[config.mk]
export PLATFORM = sky130hd
export DESIGN_NAME = alu_seq_ctrl
export DESIGN_NICKNAME = d
export VERILOG_FILES = /design/src/rtl/alu_seq_pkg.sv /design/src/rtl/alu_seq_ctrl_mdu.sv /design/src/rtl/alu_seq_ctrl.sv
export SDC_FILE = /design/constraint.sdc
export NUM_CORES = 1
export LEC_CHECK = 0
export ABC_AREA = 1
export ABC_CLOCK_PERIOD_IN_PS = 7120
export BUFFER_PORTS_ARGS = -buffer_cell sky130_fd_sc_hd__clkbuf_2
export CORE_MARGIN = 3
export CORE_UTILIZATION = 60
export CTS_CLUSTER_DIAMETER = 80
export DETAILED_ROUTE_END_ITERATION = 12
export PLACE_DENSITY = 0.89
export SLEW_MARGIN = 20
export SYNTH_ARGS = -nofsm -noshare
export SYNTH_HDL_FRONTEND = slang
export SYNTH_SLANG_ARGS = --single-unit
[constraint.sdc]
create_clock -name clk -period 7.12 [get_ports clk]
set_input_delay 1.424 -clock clk [delete_from_list [all_inputs] [get_ports clk]]
set_output_delay 1.424 -clock clk [all_outputs]
set_load 0.1 [all_outputs]
[src/rtl/alu_seq_pkg.sv]
// alu_seq_pkg: shared constants for the ALU control / multiply sequencer.
//   GOUT_*  : 3-bit ALU operation codes driven on gout
//   FN_*    : funct encodings of the multiply-unit instructions
//   RES_*   : writeback source select codes
//   state_t : sequencer states
package alu_seq_pkg;

  localparam logic [2:0] GOUT_AND = 3'b000;
  localparam logic [2:0] GOUT_OR  = 3'b001;
  localparam logic [2:0] GOUT_ADD = 3'b010;
  localparam logic [2:0] GOUT_SUB = 3'b110;
  localparam logic [2:0] GOUT_SLT = 3'b111;
  localparam logic [2:0] GOUT_NOR = 3'b011;

  localparam logic [5:0] FN_MULT  = 6'b011000;
  localparam logic [5:0] FN_MULTU = 6'b011001;
  localparam logic [5:0] FN_MFHI  = 6'b010000;
  localparam logic [5:0] FN_MFLO  = 6'b010010;

  localparam logic [1:0] RES_ALU = 2'b00;
  localparam logic [1:0] RES_HI  = 2'b01;
  localparam logic [1:0] RES_LO  = 2'b10;

  typedef enum logic {
    IDLE = 1'b0,
    RUN  = 1'b1
  } state_t;

endpackage

[src/rtl/alu_seq_ctrl_mdu.sv]
// mdu_shift_add: iterative shift-add multiplier, one partial product per cycle.
//   clk, rst_n : clock, async active-low reset
//   start      : load operands, clear accumulator, cnt = WIDTH-1
//   run        : perform one iteration this cycle
//   signed_op  : operands are two's complement (mult) rather than unsigned
//   a, b       : operands, sampled on start
//   last       : cnt is zero, i.e. this iteration is the final one
//   product    : sign-corrected result of the current (final) iteration
module mdu_shift_add
  import alu_seq_pkg::*;
#(
  parameter int WIDTH = 32,
  parameter int CNT_W = $clog2(WIDTH)
) (
  input  logic                 clk,
  input  logic                 rst_n,
  input  logic                 start,
  input  logic                 run,
  input  logic                 signed_op,
  input  logic [WIDTH-1:0]     a,
  input  logic [WIDTH-1:0]     b,
  output logic                 last,
  output logic [2*WIDTH-1:0]   product
);

  logic [WIDTH-1:0]   mcand;
  logic [WIDTH-1:0]   mplier;
  logic [2*WIDTH-1:0] acc;
  logic [2*WIDTH-1:0] acc_nxt;
  logic [CNT_W-1:0]   cnt;
  logic               neg;
  logic [WIDTH:0]     sum;
  logic [WIDTH-1:0]   mag_a;
  logic [WIDTH-1:0]   mag_b;

  // Magnitudes stay W-bit unsigned so that -2^(W-1) maps to 2^(W-1) intact.
  always_comb begin
    mag_a = (signed_op && a[WIDTH-1]) ? -a : a;
    mag_b = (signed_op && b[WIDTH-1]) ? -b : b;
  end

  always_comb begin
    sum     = {1'b0, acc[2*WIDTH-1:WIDTH]} + (mplier[0] ? {1'b0, mcand} : '0);
    acc_nxt = {sum, acc[WIDTH-1:1]};
    product = neg ? -acc_nxt : acc_nxt;
    last    = (cnt == '0);
  end

  always_ff @(posedge clk or negedge rst_n) begin
    if (!rst_n) begin
      mcand  <= '0;
      mplier <= '0;
      acc    <= '0;
      cnt    <= '0;
      neg    <= 1'b0;
    end else if (start) begin
      mcand  <= mag_a;
      mplier <= mag_b;
      acc    <= '0;
      cnt    <= CNT_W'(WIDTH - 1);
      neg    <= signed_op & (a[WIDTH-1] ^ b[WIDTH-1]);
    end else if (run) begin
      acc    <= acc_nxt;
      mplier <= mplier >> 1;
      if (!last) cnt <= cnt - CNT_W'(1);
    end
  end

endmodule

[src/rtl/alu_seq_ctrl.sv]
// alu_seq_ctrl: ALU operation decoder plus mult/multu/mfhi/mflo sequencing.
//   clk, rst_n : clock, async active-low reset
//   aluop      : [3] ori, [2] andi, [1] beq, [0] R-type; zero = addi
//   funct      : instruction funct field
//   valid      : instruction presented this cycle
//   a, b       : rs / rt operands
//   gout       : ALU operation code
//   res_sel    : writeback source (ALU / HI / LO)
//   hilo_out   : HI or LO per res_sel, else 0
//   stall      : hold PC/IF this cycle
//   busy       : multiply in progress
//   mdu_done   : one-cycle pulse on the HI/LO write cycle
//
// state | meaning
// IDLE  | no multiply running; decode mult/multu to start one
// RUN   | one shift-add iteration per cycle; cnt==0 writes HI/LO
module alu_seq_ctrl
  import alu_seq_pkg::*;
#(
  parameter int WIDTH = 32,
  parameter int CNT_W = $clog2(WIDTH)
) (
  input  logic             clk,
  input  logic             rst_n,
  input  logic [3:0]       aluop,
  input  logic [5:0]       funct,
  input  logic             valid,
  input  logic [WIDTH-1:0] a,
  input  logic [WIDTH-1:0] b,
  output logic [2:0]       gout,
  output logic [1:0]       res_sel,
  output logic [WIDTH-1:0] hilo_out,
  output logic             stall,
  output logic             busy,
  output logic             mdu_done
);

  state_t             state;
  state_t             state_nxt;
  logic               r_valid;
  logic               is_mul;
  logic               is_mfhi;
  logic               is_mflo;
  logic               start;
  logic               last;
  logic [2*WIDTH-1:0] product;
  logic [WIDTH-1:0]   hi;
  logic [WIDTH-1:0]   lo;
  logic [3:0]         f;

  assign f       = funct[3:0];
  assign r_valid = aluop[0] & valid;
  assign is_mul  = r_valid & ((funct == FN_MULT) | (funct == FN_MULTU));
  assign is_mfhi = r_valid & (funct == FN_MFHI);
  assign is_mflo = r_valid & (funct == FN_MFLO);

  // Later rules override earlier ones, so the R-type block sits last.
  always_comb begin
    gout = GOUT_ADD;
    if (aluop[3]) gout = GOUT_OR;
    if (aluop[2]) gout = GOUT_AND;
    if (aluop[1]) gout = GOUT_SUB;
    if (aluop[0]) begin
      if (f == 4'b0000)                 gout = GOUT_ADD;
      if (f[1] & f[3])                  gout = GOUT_SLT;
      if (f[1] & ~f[3])                 gout = GOUT_SUB;
      if (f[2] & f[0])                  gout = GOUT_OR;
      if (f[2] & ~f[0])                 gout = GOUT_AND;
      if (~f[3] & f[2] & f[1] & f[0])   gout = GOUT_NOR;
    end
  end

  always_comb begin
    res_sel = RES_ALU;
    if (is_mfhi) res_sel = RES_HI;
    if (is_mflo) res_sel = RES_LO;
  end

  always_comb begin
    hilo_out = '0;
    if (res_sel == RES_HI) hilo_out = hi;
    if (res_sel == RES_LO) hilo_out = lo;
  end

  always_ff @(posedge clk or negedge rst_n) begin
    if (!rst_n) state <= IDLE;
    else        state <= state_nxt;
  end

  always_comb begin
    state_nxt = state;
    case (state)
      IDLE: if (is_mul) state_nxt = RUN;
      RUN:  if (last)   state_nxt = IDLE;
      default:          state_nxt = IDLE;
    endcase
  end

  // The cnt==0 cycle is left unstalled so the multiply retires with the
  // HI/LO write; an mfhi/mflo arriving then waits one more cycle.
  always_comb begin
    busy     = (state == RUN);
    start    = (state == IDLE) & is_mul;
    mdu_done = busy & last;
    stall    = start | (busy & ~last) | (busy & (is_mfhi | is_mflo));
  end

  mdu_shift_add #(
    .WIDTH (WIDTH),
    .CNT_W (CNT_W)
  ) u_mdu (
    .clk       (clk),
    .rst_n     (rst_n),
    .start     (start),
    .run       (busy),
    .signed_op (funct == FN_MULT),
    .a         (a),
    .b         (b),
    .last      (last),
    .product   (product)
  );

  always_ff @(posedge clk or negedge rst_n) begin
    if (!rst_n) begin
      hi <= '0;
      lo <= '0;
    end else if (mdu_done) begin
      hi <= product[2*WIDTH-1:WIDTH];
      lo <= product[WIDTH-1:0];
    end
  end

endmodule

==> flow_summary.ini <==
[routing]
avgRoutedWirePerCell_um = 16.1
route.detailed.drc = 0
avgViaCountPerCell = 5.64
dr.pass1.iters = 6
ant_nets = 0
routed_wirelength_um = 39800
drtIter0Drc = 1491
vias = 14000

[synthesis]
synth_area_sq_mm = 0.0141
synth_seq_area_share_pct = 35.2
synth-edff-count = 0
ys_types = 54
ys_ff_latch = 198
synth_nets = 2188
synth_area_per_cell_sq_um = 6.79
syn_inst = 2073
async_reset_ff_share_pct = 100
ys.flop_type = dfrtp_1
yosysWarnings = 0

[finish]
layout_commonest_cell = nand2_1
antenna_cells = 0
drive_gt1_share_pct = 11.1
layout_common_cells = 624 x nand2_1, 282 x inv_1, 197 x dfrtp_1
area_growth_pct = 10.0
nets = 2264

[global_routing]
grt_overflow = 0
grt_max_degree = 106
grt_pass1_vias = 13100
antenna_found_initial = 0
grt_pass1_wl_um = 66100
track_usage_pct = 31.5

[setup_path]
r2r-end = hi[20]$_DFFE_PN0P_
crit_end = stall
r2r_cells = 17
startpoint = funct[2]
cp-start-kind = input port
worstSetupPathType = input port to output pin
r2r_start = u_mdu.mplier[0]$_DFFE_PN0P_
ff2ff_setup_slack_ps = 3530
crit_arrival_ps = 3770
worstPathRequired_ps = 5700
crit_path_end_kind = output pin
crit_path_max_fanout = 32

[timing]
finalHoldViolations = 0
maxSlewHeadroom_pct = 26.9
min_period_over_period_pct = 73.0
finalSetupTns_ps = 0
max_freq_mhz = 192
rsz0062_at_grt = no
setup_viol = 0
worst_pin_slew_ps = 1090
maxSlewViolCount = 0
min_period_ps = 5200
clock-skew-final_ps = 12.6

[clock_network]
cts_buffers = 17
cts_buffer_depth = 2
cts_max_level = 4
post_cts_resized = 0
cts.sinks = 198
clk_latency_ps = 450
cts_hold_buffers = 0
root_buffer = clkbuf_16
post_cts_buffers = 0
path_clk_slew_ps = 80
cts_tree = done

[floorplan]
core_sq_mm = 0.0228
fp-row-count = 55
die_y_um = 159
die_w_um = 159
ios = 117
initial_core_util_pct = 61.6
dieArea_sq_mm = 0.0253

[power_and_ir_drop]
p_leak_nw = 8.29
vdd_ir_drop_max_v = 0.000222
total_power_mw = 5.32
p_per_area_mw_per_mm2 = 343

[place]
port_buffers = 116
dp_hpwl_um = 29800
globalplace.congestion = 0.977

[worst_hold_path]
hold_depth = 2
hold_class = flip-flop to flip-flop

[run_status]
status = finished, final reports clean

[flow_run]
cap_violations = 0
sequential cells by signal (all words and copies together) (netlist names):
register	cells
u_mdu.acc	63
hi	32
u_mdu.mplier	32
lo	32
u_mdu.neg	1
u_mdu.cnt	5
u_mdu.mcand	32
busy	1
worst min path at each step:
| stage | from | end | slack [ps] |
|---|---|---|---|
| finish | u_mdu.mcand[27]$_DFFE_PN0P_ | u_mdu.mcand[27]$_DFFE_PN0P_ | 490 |
| global route | u_mdu.mcand[29]$_DFFE_PN0P_ | u_mdu.mcand[29]$_DFFE_PN0P_ | 510 |
| CTS | u_mdu.mcand[29]$_DFFE_PN0P_ | u_mdu.mcand[29]$_DFFE_PN0P_ | 490 |
| detailed placement | u_mdu.mcand[29]$_DFFE_PN0P_ | u_mdu.mcand[29]$_DFFE_PN0P_ | 470 |
| global placement | u_mdu.mplier[2]$_DFFE_PN0P_ | u_mdu.mplier[2]$_DFFE_PN0P_ | 460 |
| floorplan | u_mdu.mplier[2]$_DFFE_PN0P_ | u_mdu.mplier[2]$_DFFE_PN0P_ | 440 |
layer usage:
layer	routed length [um]	vias up	track usage [%]
li1	-	6780	-
met4	1540	0	12.3
met1	17400	6493	43.4
met5	0	-	0
met2	18000	588	49.7
met3	2850	108	5.59
synth_stat cells (all sizes together) (2+ instances only):
library cell / count / area [sq um]
clkinv: 3 / 11.3
ha: 37 / 463
inv: 292 / 1100
o21ai: 201 / 1010
xor2: 84 / 743
or2: 6 / 40.0
or3: 3 / 18.8
a21o: 2 / 15.0
nor3: 24 / 135
nand3b: 11 / 82.6
and2: 4 / 25.0
nand2: 653 / 2520
a21oi: 35 / 179
nor2: 189 / 777
clkbuf: 54 / 203
dfrtp: 198 / 4950
o22ai: 32 / 200
o31ai: 7 / 52.6
xnor2: 20 / 175
a22o: 25 / 219
a31oi: 4 / 25.0
nor4: 7 / 58.8
buf: 16 / 82.6
o211ai: 18 / 135
nand3: 113 / 596
nand4: 23 / 144
stage by stage:
stage / hold WS, ps / instance area (sq um) / utilization [%] / cells / setup WS [ps]
finish: 489 / 15500 / 67.8 / 2475 / 1920
global route: 506 / 15500 / 67.8 / 2475 / 1640
CTS: 489 / 15500 / 67.8 / 2475 / 2010
detailed placement: 468 / 14900 / 65.0 / 2443 / 2020
global placement: 460 / 14900 / 65.0 / 2443 / 2120
floorplan: 444 / 14100 / - / 2073 / 1500
cell type report:
| cell class | count | area, sq um |
|---|---|---|
| clock buffers | 17 | 425 |
| flip-flops and latches | 198 | 4960 |
| clock inverters | 15 | 203 |
| fillers | 2035 | 7360 |
| inverters | 295 | 1110 |
| well taps | 313 | 392 |
| repair buffers | 127 | 672 |
| multi-input cells | 1510 | 7730 |
logic make-up after synthesis:
family	Yosys count	share of synthesized area (%)
AO/OA/AOI/OAI	334	13.7
XOR/XNOR	104	6.52
adder cells (fa/ha/maj)	38	3.43
buffers and inverters	365	9.89
flip-flops	198	35.2
AND/OR/NAND/NOR	1034	31.3
critical path, cell delays in order:
cell and delay (ps):
clkbuf_2 120, nor2_1 90, inv_1 50, nor3_1 280, nand2_1 120, inv_1 800
o21ai_0 250, nand2_1 130, clkbuf_2 480
where the power goes:
group / total [mW] / internal, mW / switching (mW)
clock network: 1.01 / 0.511 / 0.503
registers: 1.83 / 1.52 / 0.308
logic: 2.47 / 0.768 / 1.71
Power figures use the tool's default switching activity.
